File: src/rtl/ecg_pkg.sv
// Shared types and helpers for the ECG R-peak detection chain.
package ecg_pkg;

  localparam int ECG_DATA_W = 16;
  localparam int ECG_IDX_W  = 16;

  typedef enum logic [1:0] {
    ST_SEARCH  = 2'd0,
    ST_TRACK   = 2'd1,
    ST_REFRACT = 2'd2
  } state_e;

  // Magnitude of a signed sample; the most negative code saturates to max positive.
  function automatic logic [ECG_DATA_W-1:0] sat_abs(input logic signed [ECG_DATA_W-1:0] v);
    logic [ECG_DATA_W-1:0] r;
    if (v == {1'b1, {(ECG_DATA_W-1){1'b0}}}) begin
      r = {1'b0, {(ECG_DATA_W-1){1'b1}}};
    end else if (v[ECG_DATA_W-1]) begin
      r = -v;
    end else begin
      r = v;
    end
    return r;
  endfunction

endpackage

File: src/rtl/mwi_integrator.sv
// Rectifies the filtered stream and averages it over a sliding power-of-two window.
module mwi_integrator
  import ecg_pkg::*;
#(
  parameter int DATA_W   = ECG_DATA_W,
  parameter int WIN_LOG2 = 3
) (
  input  logic                     clk,
  input  logic                     rstN,
  input  logic                     in_valid,
  input  logic signed [DATA_W-1:0] y,
  output logic        [DATA_W-1:0] mwi,
  output logic                     mwi_valid
);

  localparam int DEPTH = 1 << WIN_LOG2;
  localparam int SUM_W = DATA_W + WIN_LOG2;

  logic [DATA_W-1:0]   win_q [DEPTH];
  logic [WIN_LOG2-1:0] wp_q, wp_d;
  logic [SUM_W-1:0]    sum_q, sum_d;
  logic [DATA_W-1:0]   mwi_q, mwi_d;
  logic                mwi_valid_q, mwi_valid_d;
  logic [DATA_W-1:0]   a_s;

  // Running sum swaps the oldest window entry for the new magnitude.
  always_comb begin
    a_s         = sat_abs(y);
    sum_d       = sum_q;
    wp_d        = wp_q;
    mwi_d       = mwi_q;
    mwi_valid_d = 1'b0;
    if (in_valid) begin
      sum_d       = sum_q + SUM_W'(a_s) - SUM_W'(win_q[wp_q]);
      wp_d        = wp_q + 1'b1;
      mwi_d       = sum_d[SUM_W-1:WIN_LOG2];
      mwi_valid_d = 1'b1;
    end else begin
      sum_d       = sum_q;
      mwi_valid_d = 1'b0;
    end
  end

  // Window storage, pointer, sum and registered average.
  always_ff @(posedge clk or negedge rstN) begin
    if (!rstN) begin
      for (int i = 0; i < DEPTH; i++) win_q[i] <= {DATA_W{1'b0}};
      wp_q        <= {WIN_LOG2{1'b0}};
      sum_q       <= {SUM_W{1'b0}};
      mwi_q       <= {DATA_W{1'b0}};
      mwi_valid_q <= 1'b0;
    end else begin
      if (in_valid) win_q[wp_q] <= a_s;
      wp_q        <= wp_d;
      sum_q       <= sum_d;
      mwi_q       <= mwi_d;
      mwi_valid_q <= mwi_valid_d;
    end
  end

  assign mwi       = mwi_q;
  assign mwi_valid = mwi_valid_q;

endmodule

File: src/rtl/ecg_peak_detector.sv
// Threshold/refractory R-peak detector on top of the moving-window integrator.
module ecg_peak_detector
  import ecg_pkg::*;
#(
  parameter int DATA_W   = ECG_DATA_W,
  parameter int WIN_LOG2 = 3,
  parameter int REFRACT  = 40,
  parameter int IDX_W    = ECG_IDX_W
) (
  input  logic                     clk,
  input  logic                     rstN,
  input  logic                     in_valid,
  input  logic signed [DATA_W-1:0] y,
  input  logic        [DATA_W-1:0] thresh,
  output logic        [DATA_W-1:0] mwi,
  output logic                     mwi_valid,
  output logic                     peak_valid,
  output logic        [DATA_W-1:0] peak_amp,
  output logic        [IDX_W-1:0]  rr_interval,
  output logic                     first_peak
);

  localparam int CNT_W = $clog2(REFRACT + 1);

  mwi_integrator #(.DATA_W(DATA_W), .WIN_LOG2(WIN_LOG2)) u_mwi (
    .clk       (clk),
    .rstN      (rstN),
    .in_valid  (in_valid),
    .y         (y),
    .mwi       (mwi),
    .mwi_valid (mwi_valid)
  );

  state_e            state_q, state_d;
  logic [IDX_W-1:0]  idx_q, idx_d;
  logic [DATA_W-1:0] cand_amp_q, cand_amp_d;
  logic [IDX_W-1:0]  cand_idx_q, cand_idx_d;
  logic [IDX_W-1:0]  last_idx_q, last_idx_d;
  logic              armed_q, armed_d;
  logic [CNT_W-1:0]  cnt_q, cnt_d;
  logic              peak_valid_q, peak_valid_d;
  logic [DATA_W-1:0] peak_amp_q, peak_amp_d;
  logic [IDX_W-1:0]  rr_q, rr_d;
  logic              first_peak_q, first_peak_d;
  logic [IDX_W-1:0]  cur_idx_s;
  logic [DATA_W-1:0] best_amp_s;
  logic [IDX_W-1:0]  best_idx_s;

  // The mwi on the bus belongs to the most recently accepted sample.
  assign cur_idx_s = idx_q - 1'b1;

  // Sample index plus peak FSM; strict '>' keeps the earliest sample on ties.
  always_comb begin
    idx_d        = in_valid ? idx_q + 1'b1 : idx_q;
    state_d      = state_q;
    cand_amp_d   = cand_amp_q;
    cand_idx_d   = cand_idx_q;
    last_idx_d   = last_idx_q;
    armed_d      = armed_q;
    cnt_d        = cnt_q;
    peak_valid_d = 1'b0;
    peak_amp_d   = peak_amp_q;
    rr_d         = rr_q;
    first_peak_d = 1'b0;
    best_amp_s   = (mwi > cand_amp_q) ? mwi : cand_amp_q;
    best_idx_s   = (mwi > cand_amp_q) ? cur_idx_s : cand_idx_q;
    if (mwi_valid) begin
      case (state_q)
        ST_SEARCH: begin
          if (mwi > thresh) begin
            state_d    = ST_TRACK;
            cand_amp_d = mwi;
            cand_idx_d = cur_idx_s;
          end else begin
            state_d = ST_SEARCH;
          end
        end
        ST_TRACK: begin
          cand_amp_d = best_amp_s;
          cand_idx_d = best_idx_s;
          if (mwi <= thresh) begin
            peak_valid_d = 1'b1;
            peak_amp_d   = best_amp_s;
            rr_d         = armed_q ? {IDX_W{1'b0}} : best_idx_s - last_idx_q;
            first_peak_d = armed_q;
            last_idx_d   = best_idx_s;
            armed_d      = 1'b0;
            cnt_d        = {CNT_W{1'b0}};
            state_d      = ST_REFRACT;
          end else begin
            state_d = ST_TRACK;
          end
        end
        ST_REFRACT: begin
          if (cnt_q == CNT_W'(REFRACT - 1)) begin
            state_d = ST_SEARCH;
            cnt_d   = {CNT_W{1'b0}};
          end else begin
            cnt_d = cnt_q + 1'b1;
          end
        end
        default: state_d = ST_SEARCH;
      endcase
    end else begin
      state_d = state_q;
    end
  end

  // FSM state, candidate tracking and registered peak report.
  always_ff @(posedge clk or negedge rstN) begin
    if (!rstN) begin
      state_q      <= ST_SEARCH;
      idx_q        <= {IDX_W{1'b0}};
      cand_amp_q   <= {DATA_W{1'b0}};
      cand_idx_q   <= {IDX_W{1'b0}};
      last_idx_q   <= {IDX_W{1'b0}};
      armed_q      <= 1'b1;
      cnt_q        <= {CNT_W{1'b0}};
      peak_valid_q <= 1'b0;
      peak_amp_q   <= {DATA_W{1'b0}};
      rr_q         <= {IDX_W{1'b0}};
      first_peak_q <= 1'b0;
    end else begin
      state_q      <= state_d;
      idx_q        <= idx_d;
      cand_amp_q   <= cand_amp_d;
      cand_idx_q   <= cand_idx_d;
      last_idx_q   <= last_idx_d;
      armed_q      <= armed_d;
      cnt_q        <= cnt_d;
      peak_valid_q <= peak_valid_d;
      peak_amp_q   <= peak_amp_d;
      rr_q         <= rr_d;
      first_peak_q <= first_peak_d;
    end
  end

  assign peak_valid  = peak_valid_q;
  assign peak_amp    = peak_amp_q;
  assign rr_interval = rr_q;
  assign first_peak  = first_peak_q;

endmodule

File: config.mk
export PLATFORM = sky130hd
export DESIGN_NAME = ecg_peak_detector
export DESIGN_NICKNAME = d
export VERILOG_FILES = /design/src/rtl/ecg_pkg.sv /design/src/rtl/mwi_integrator.sv /design/src/rtl/ecg_peak_detector.sv
export SDC_FILE = /design/constraint.sdc
export NUM_CORES = 1
export LEC_CHECK = 0
export BUFFER_PORTS_ARGS = -buffer_cell sky130_fd_sc_hd__buf_4
export CORE_MARGIN = 2
export CORE_UTILIZATION = 65
export CTS_CLUSTER_DIAMETER = 100
export CTS_CLUSTER_SIZE = 10
export DETAILED_ROUTE_END_ITERATION = 7
export GPL_TIMING_DRIVEN = 0
export PLACE_DENSITY = 0.85
export REMOVE_ABC_BUFFERS = 1
export SYNTH_ARGS = -nofsm -noshare
export SYNTH_HDL_FRONTEND = slang
export SYNTH_HIERARCHICAL = 1
export SYNTH_SLANG_ARGS = --single-unit
File: constraint.sdc
create_clock -name clk -period 9.3 [get_ports clk]
set_input_delay 1.395 -clock clk [delete_from_list [all_inputs] [get_ports clk]]
set_output_delay 1.395 -clock clk [all_outputs]
set_load 0.005 [all_outputs]
After elaboration in Yosys (flattened, before gate mapping) --
Cells that the tools add are included. W data, S select, Z words.
Storage, ports and cells: register bits after elaboration 274, input port bits 35, output and inout port bits 51
Cells by class: add/subtract/negate cells 8, magnitude comparators 5, equal/unequal tests 7, muxes and demuxes 29, bitwise operators 1, reductions and logical operators 8
Operators by type and width (count):
- $mux W16 | 10
- $bwmux W128 | 1
- $pmux W16 S2 | 2
- $bmux W16 S3 | 1
- $demux W16 S3 | 1
- $gt A16 B16 Y1 | 2
- $add A19 B16 Y19 | 1
- $sub A19 B16 Y19 | 1
- $add A16 B1 Y16 const B | 1
- $eq A16 B16 Y1 const B | 1
- $le A16 B16 Y1 | 1
- $neg A16 Y16 | 1
- $sub A16 B1 Y16 const B | 1
- $sub A16 B16 Y16 | 1
- $mux W6 | 2
- $pmux W6 S2 | 1
- $reduce_and A3 Y1 | 3
- $mux W1 | 8
- $add A6 B1 Y6 const B | 1
- $eq A6 B6 Y1 const B | 1
- $ne A2 B2 Y1 const B | 3
- $pmux W2 S3 | 1
- $ge A4 B4 Y1 const B | 1
- $lt A4 B1 Y1 const B | 1
- other kinds (9) | 11

Logic depth before layout (Yosys ltp) --
Gate-level depths: netlist of run 1.
depth after elaboration 6, mapped depth 20

Hierarchy --
The synthesis of run 1 kept the hierarchy.
Modules (own cells, without submodules):
- mwi_integrator | instances 1, cells each 817, area an instance 8165.3 um^2, seq. area each 3778.6 um^2
- ecg_peak_detector | instances 1, cells each 624, area an instance 6334.8 um^2, seq. area each 2678.8 um^2

Worst setup path after synthesis of run 1 --
Ideal clock, no wire load.
kind input to register, from in y[0], to reg u_mwi.sum_q[15], library setup time 0.087 ns, data arrival time 4.944 ns, required time 9.213 ns, slack 4.270 ns, cell stages on the path 16, cell sequence inv_1 ha_1 nor2b_1 nand4_1 and2b_2 buf_4 nor2_1 fa_1 inv_1 ha_1 and2_1 a221o_1 o21ai_1 a21oi_1 or4_1 o211ai_1
On the way: longest elaborated chain between the ends 5
RTL lines:
- start: declaration | RTL line ecg_peak_detector.sv:13 | input logic signed [DATA_W-1:0] y,
- $neg A16 Y16 | RTL line ecg_pkg.sv:19 | r = -v;
- $mux W16 | RTL line ecg_pkg.sv:18 | end else if (v[ECG_DATA_W-1]) begin
- $mux W16 * | RTL line ecg_pkg.sv:16 | if (v == {1'b1, {(ECG_DATA_W-1){1'b0}}}) begin
- $add A19 B16 Y19 * | RTL line mwi_integrator.sv:34 | sum_d = sum_q + SUM_W'(a_s) - SUM_W'(win_q[wp_q]);
- $sub A19 B16 Y19 * | RTL line mwi_integrator.sv:34
- end signal: assignment | RTL line mwi_integrator.sv:49 | sum_q <= {SUM_W{1'b0}};
- end signal: assignment | RTL line mwi_integrator.sv:55 | sum_q <= sum_d;
- end: declaration | RTL line mwi_integrator.sv:21 | logic [SUM_W-1:0] sum_q, sum_d;
Every way passes the cells marked *; elsewhere a longest branch is shown, timed or not. A chain may end at the register's enable or synchronous reset.

Worst setup path in the final report of run 1 --
Ends and elaborated chain as after synthesis.

==> flow_summary_export.csv, run 1 <==
group,metric,value,unit
clock_network,cts.sinks,258,
clock_network,hold_buffers,0,
min_path,hold_class,"flop to flop",
timing,fin_worst_skew,24.3,ps
route,drc,0,
critical_path,startpoint,"y[0]",
floorplan,coreArea,0.0219,mm²
clock_network,ctsResizeCount,0,
critical_path,timing.reg2reg.setup_slack,4230,ps
timing,rsz0062_at_grt,"no",
route,postRouteAntennaNets,0,
critical_path,required,9750,ps
timing,finalCritPeriodShare,56.4,%
route,wl,31100,µm
cells_and_area,diodes,0,
clock_network,clk_latency,550,ps
synthesis,yosysTopAreaCellShare,44.4,%
floorplan,dieArea,0.0235,mm²
route,route.vias.total,10728,
run,maxCapViolCount,0,
grt,grt_antenna_before_repair,0,
synthesis,ys_ff_latch,258,
critical_path,reg2reg_to,"rr_interval[10]",
critical_path,critPathCapture,"u_mwi/sum_q[15]",
critical_path,end_kind,"flop",
cells_and_area,drive_gt1_share,16.4,%
timing,worstMarginPinSlew,1350,ps
floorplan,chipWidth,153,µm
synthesis,ys.flop_type,"dfrtp_1",
timing,fmax,191,MHz
timing,slew_headroom,9.95,%
timing,finalSetupTns,0,ps
grt,grt_pass1_wl,52700,µm
grt,grt_pass1_vias,10799,
critical_path,arrival,5690,ps
placed_design,io_buffers,85,
placed_design,hpwl,21100,µm
synthesis,synthTopCellsByArea,"dfrtp_1, ha_1, nand2_1",
floorplan,die_y,153,µm
grt,grt_max_degree,125,
critical_path,path_class,"primary input to flop",
floorplan,start_util,66.2,%
synthesis,synth_area_per_cell,10.1,µm²
grt,gr-total-overflow,0,
synthesis,synth_edf_count,0,
route,drt-initial-drc-count,763,
placed_design,routabilityCongestion,0.886,
clock_network,cts_buffer_depth,3,
clock_network,clkSlewWorstSetupHoldPaths,60,ps
clock_network,cts_root_buf,"clkbuf_16",
cells_and_area,layout_commonest_cell,"dfrtp_1",
critical_path,r2r_cells,17,
route,via_per_inst,6.06,
grt,grt_usage,26.8,%
synthesis,async_flop_share,100,%
synthesis,yosys.area.top_type,"dfrtp_1",
synthesis,synth_seq_area_share,44.5,%
floorplan,placementRows,54,
synthesis,ys_warn_count,6,
cells_and_area,fin_nets,1603,
synthesis,syn_inst,1441,
critical_path,startpoint_type,"primary input",
floorplan,ios,86,
clock_network,cts_max_level,1,
clock_network,post-cts-setup-buffers,0,
timing,hold_violations,0,
clock_network,cts_tree,"built",
synthesis,syn_area,0.0145,mm²
critical_path,path_max_fanout,14,
run_status,outcome,"complete, no violations",
route,firstDrtPassIters,5,
timing,final_max_slew_viol_count,0,
timing,setup_violations,0,
clock_network,numCtsBuffers,29,
route,wl_per_cell,17.6,µm
critical_path,r2r-start,"u_mwi/sum_q[17]",
timing,finalCriticalPeriod,5240,ps
cells_and_area,mostFrequentLayoutCells,"dfrtp_1, nand2_1, inv_1",
cells_and_area,area_growth,10.3,%
synthesis,yosysUniqueCellTypes,70,
## layout make-up
type                       count  area (µm²)
multi-input combinational    996        7220
clock inverter                 1        8.76
fill                        1461        5900
clock buffer                  41         781
sequential                   258        6460
timing repair buffer          91         783
inverter                     103         387
tap                          280         350
## worst max-delay path, stage by stage
cell and delay (ps):
buf_4 90, inv_1 40, ha_1 210, nor2b_1 160, nand4_1 230, and2b_2 370
nor2_1 640, fa_1 530, inv_1 60, ha_1 270, and2_1 200, a221o_1 360
o21ai_1 340, a21oi_1 180, or4_1 510, o211ai_1 90
## metal layers
| metal | up-vias | global-route usage, % | part of all wire (%) |
|---|---|---|---|
| met1 | 5277 | 37.3 | 44 |
| met4 | 0 | 7.30 | 2.3 |
| met3 | 61 | 3.54 | 5.3 |
| met2 | 317 | 45.1 | 49 |
| met5 | - | 0 | 0 |
| li1 | 5073 | - | - |
## how the worst min path moves through the flow
stage          slack, ps       startpoint         endpoint  depth (start not counted)
2_1_floorplan        440  u_mwi/win_q[17]  u_mwi/win_q[17]                          2
3_3_place_gp         460  u_mwi/win_q[74]  u_mwi/win_q[74]                          2
3_5_place_dp         470  u_mwi/win_q[30]  u_mwi/win_q[30]                          2
4_1_cts              480  u_mwi/win_q[30]  u_mwi/win_q[30]                          2
5_1_grt              500    cand_amp_q[2]    cand_amp_q[2]                          1
6_report             470  rr_interval[13]  rr_interval[13]                          1
## state kept, by name (all words and copies together), names as in the netlist
name	flops
armed_q	1
cand_amp_q	16
cand_idx_q	16
cnt_q	6
first_peak	1
idx_q	16
last_idx_q	16
peak_amp	16
peak_valid	1
rr_interval	16
state_q	2
u_mwi/mwi_valid	1
u_mwi/sum_q	19
u_mwi/win_q	128
u_mwi/wp_q	3
## synth_stat cells (9+ instances only)
| cell type | number |
|---|---|
| inv_1 | 102 |
| nand4_1 | 14 |
| mux2i_1 | 12 |
| nand3_1 | 34 |
| nor2b_1 | 10 |
| xor2_1 | 17 |
| o21ai_0 | 93 |
| fa_1 | 17 |
| mux2_2 | 71 |
| clkbuf_1 | 46 |
| o21ai_1 | 84 |
| nor3_1 | 13 |
| mux4_2 | 32 |
| o211ai_1 | 9 |
| a21oi_1 | 59 |
| o31ai_1 | 13 |
| dfrtp_1 | 257 |
| a21o_1 | 16 |
| buf_2 | 9 |
| buf_4 | 18 |
| nor2_1 | 61 |
| ha_1 | 72 |
| xnor2_1 | 43 |
| and3_1 | 12 |
| nand2_1 | 214 |
## per-stage QoR
step	area, µm²	hold slack, ps	instances	worst slack (ps)	util, %
after CTS	16000	478	1769	4140	73.0
after detailed placement	15200	466	1727	3620	69.4
final	16000	474	1770	4060	73.0
after global routing	16000	500	1770	3670	73.0
after floorplan	14100	445	1357	4200	-
after global placement	15000	457	1722	3310	68.7
## logic make-up after synthesis
family | after synthesis | share of synthesized area [%]
and+or+nand+nor | 397 | 12.4
AOI/OAI and AO/OA | 332 | 13.6
DFF | 258 | 44.5
buffers and inverters | 187 | 5.75
muxes | 117 | 11.5
adders and majority gates | 89 | 8.56
xor gates and xnor gates | 61 | 3.78
Power of run 1 is left out: the tool's default activity adds up to more than one toggle a clock period on the data nets, which glitch-free logic cannot reach.
==> run 2: changes to the inputs <==
- CORE_UTILIZATION: 65 -> 62
- PLACE_DENSITY: 0.85 -> 0.82
- clock period: 9.3 -> 5.15 ns (I/O delays scaled with it)
==> run 2 against run 1 <==
Via count shrank 0.99%. Clock-buffer cell count grew 2. Routed wire length is essentially flat. Hold slack lost 260 ps. First-iteration DRC count shrank 1.2%. Clock skew shrank 14 ps. Die area grew 4.7%. Largest cell class unchanged. Cell area grew 0.80%. Global-route usage shrank 0.83 points. Worst setup slack lost 3700 ps. Flip-flop and latch count is the same.
==> flow_summary_export.csv, run 2 (same netlist as run 1, synthesis figures left out) <==
group,metric,value,unit
timing,fmax,208,MHz
clock_network,cts_buffer_depth,3,
clock_network,hold_buffers,0,
clock_network,cts_tree,"built",
route,via_per_inst,5.87,
cells_and_area,layout_commonest_cell,"dfrtp_1",
route,route.vias.total,10622,
critical_path,path_class,"flop to flop",
placed_design,routabilityCongestion,0.881,
critical_path,arrival,5230,ps
clock_network,cts.sinks,258,
timing,fin_worst_skew,10.1,ps
cells_and_area,area_growth,11.1,%
timing,hold_violations,0,
route,postRouteAntennaNets,0,
cells_and_area,largest-register,"u_mwi/win_q",
route,drc,0,
run_status,outcome,"complete, no violations",
cells_and_area,layout.cells.non_filler,1809,
critical_path,path_cells,"ha_1 -> nand4_1 -> nor4_4 -> a21boi_0 -> o31a_2 -> buf_12 -> mux2i_2 -> ha_1 -> inv_1 -> fa_1 -> a21o_1 -> a21o_1 -> a211oi_2 -> or3_1 -> a21boi_0 -> or3_1 -> a32o_1",
timing,worstMarginPinSlew,1250,ps
floorplan,die_y,157,µm
timing,finalCritPeriodShare,93.5,%
min_path,hold_class,"primary input to asynchronous set/reset pin",
grt,grt_pass1_wl,51900,µm
timing,slew_headroom,16.3,%
critical_path,slowest_stage,"dfrtp_1",
timing,finalCriticalPeriod,4820,ps
cells_and_area,fin_nets,1607,
critical_path,startpoint_type,"flop",
route,firstDrtPassIters,5,
grt,gr-total-overflow,0,
critical_path,end_kind,"flop",
placed_design,hpwl,20900,µm
placed_design,io_buffers,85,
critical_path,slowest_delay,500,ps
cells_and_area,reg.largest.list,"u_mwi/win_q (128), u_mwi/sum_q (19)",
cells_and_area,drive_gt1_share,17.0,%
floorplan,chipWidth,157,µm
grt,grt_pass1_vias,10588,
grt,grt_antenna_before_repair,0,
placed_design,place_inst,1761,
critical_path,path_max_fanout,43,
cells_and_area,diodes,0,
floorplan,dieArea,0.0246,mm²
route,wl_per_cell,17.2,µm
clock_network,cts_max_level,1,
clock_network,clkSlewWorstSetupHoldPaths,60,ps
floorplan,ios,86,
timing,setup_violations,0,
grt,grt_max_degree,93,
clock_network,cts_root_buf,"clkbuf_16",
timing,rsz0062_at_grt,"no",
floorplan,start_util,63.7,%
grt,grt_usage,26.0,%
clock_network,numCtsBuffers,29,
critical_path,required,5570,ps
run,maxCapViolCount,0,
cells_and_area,mostFrequentLayoutCells,"dfrtp_1, nand2_1, inv_1",
clock_network,clk_latency,540,ps
floorplan,placementRows,55,
cells_and_area,largest_register_ffs,128,
timing,final_max_slew_viol_count,0,
route,wl,31100,µm
floorplan,coreArea,0.0228,mm²
route,drt-initial-drc-count,754,
## run 2: layout make-up
cell class	instances	area, µm²
fillers	1619	6660
inverters	103	387
clock inverters	1	8.76
well taps	313	392
clock buffers	43	788
flip-flops and latches	258	6460
repair buffers	95	828
multi-input cells	996	7250
## run 2: repair_timing
action                                  CTS  global route
endpoints found under the setup margin    0             3
resized for setup                         0             4
buffers inserted                          0             2
## run 2: stage by stage
stage          setup WS [ps]  instance area, µm²  TNS, ps  hold slack (ps)  util [%]
4_1_cts                 66.7               16000        0              226      70.4
2_1_floorplan           50.9               14100        0              445         -
5_1_grt                 53.7               16100        0              257      70.8
6_report                 333               16100        0              214      70.8
3_3_place_gp            -861               15100    -6820              457      66.2
3_5_place_dp            48.3               15200        0              466      66.9
## run 2: worst max-delay path, delay by kind of cell (launching register included)
kind	cells	cell delay [ps]
buffers and inverters	2	280
AOI/OAI and AO/OA	7	1520
DFF	1	500
muxes	1	330
and+or+nand+nor	4	1070
adders and majority gates	3	970
## run 2: path summary, 6_finish.rpt
| check | from | endpoint | slack [ps] | depth (start not counted) |
|---|---|---|---|---|
| worst max register to register | u_mwi/sum_q[18] | rr_interval[10] | 330 | 17 |
| worst min register to register | u_mwi/win_q[95] | u_mwi/win_q[95] | 480 | 2 |
| worst min-delay path | rstN | cnt_q[4] | 210 | 1 |
| worst max-delay path | u_mwi/sum_q[18] | rr_interval[10] | 330 | 17 |
| max in group asynchronous | rstN | u_mwi/wp_q[0] | 4060 | 2 |
| min in group clk | u_mwi/win_q[95] | u_mwi/win_q[95] | 480 | 2 |
## run 2: routing by layer
| metal | part of all wire (%) | routed length, µm | vias up | GRT usage (%) |
|---|---|---|---|---|
| met4 | 2.2 | 678 | 0 | 6.82 |
| met3 | 5.0 | 1560 | 61 | 3.44 |
| li1 | - | - | 5098 | - |
| met2 | 49 | 15200 | 310 | 44.8 |
| met5 | 0 | 0 | - | 0 |
| met1 | 44 | 13700 | 5153 | 35.0 |
Power of run 2 is left out for the same reason.
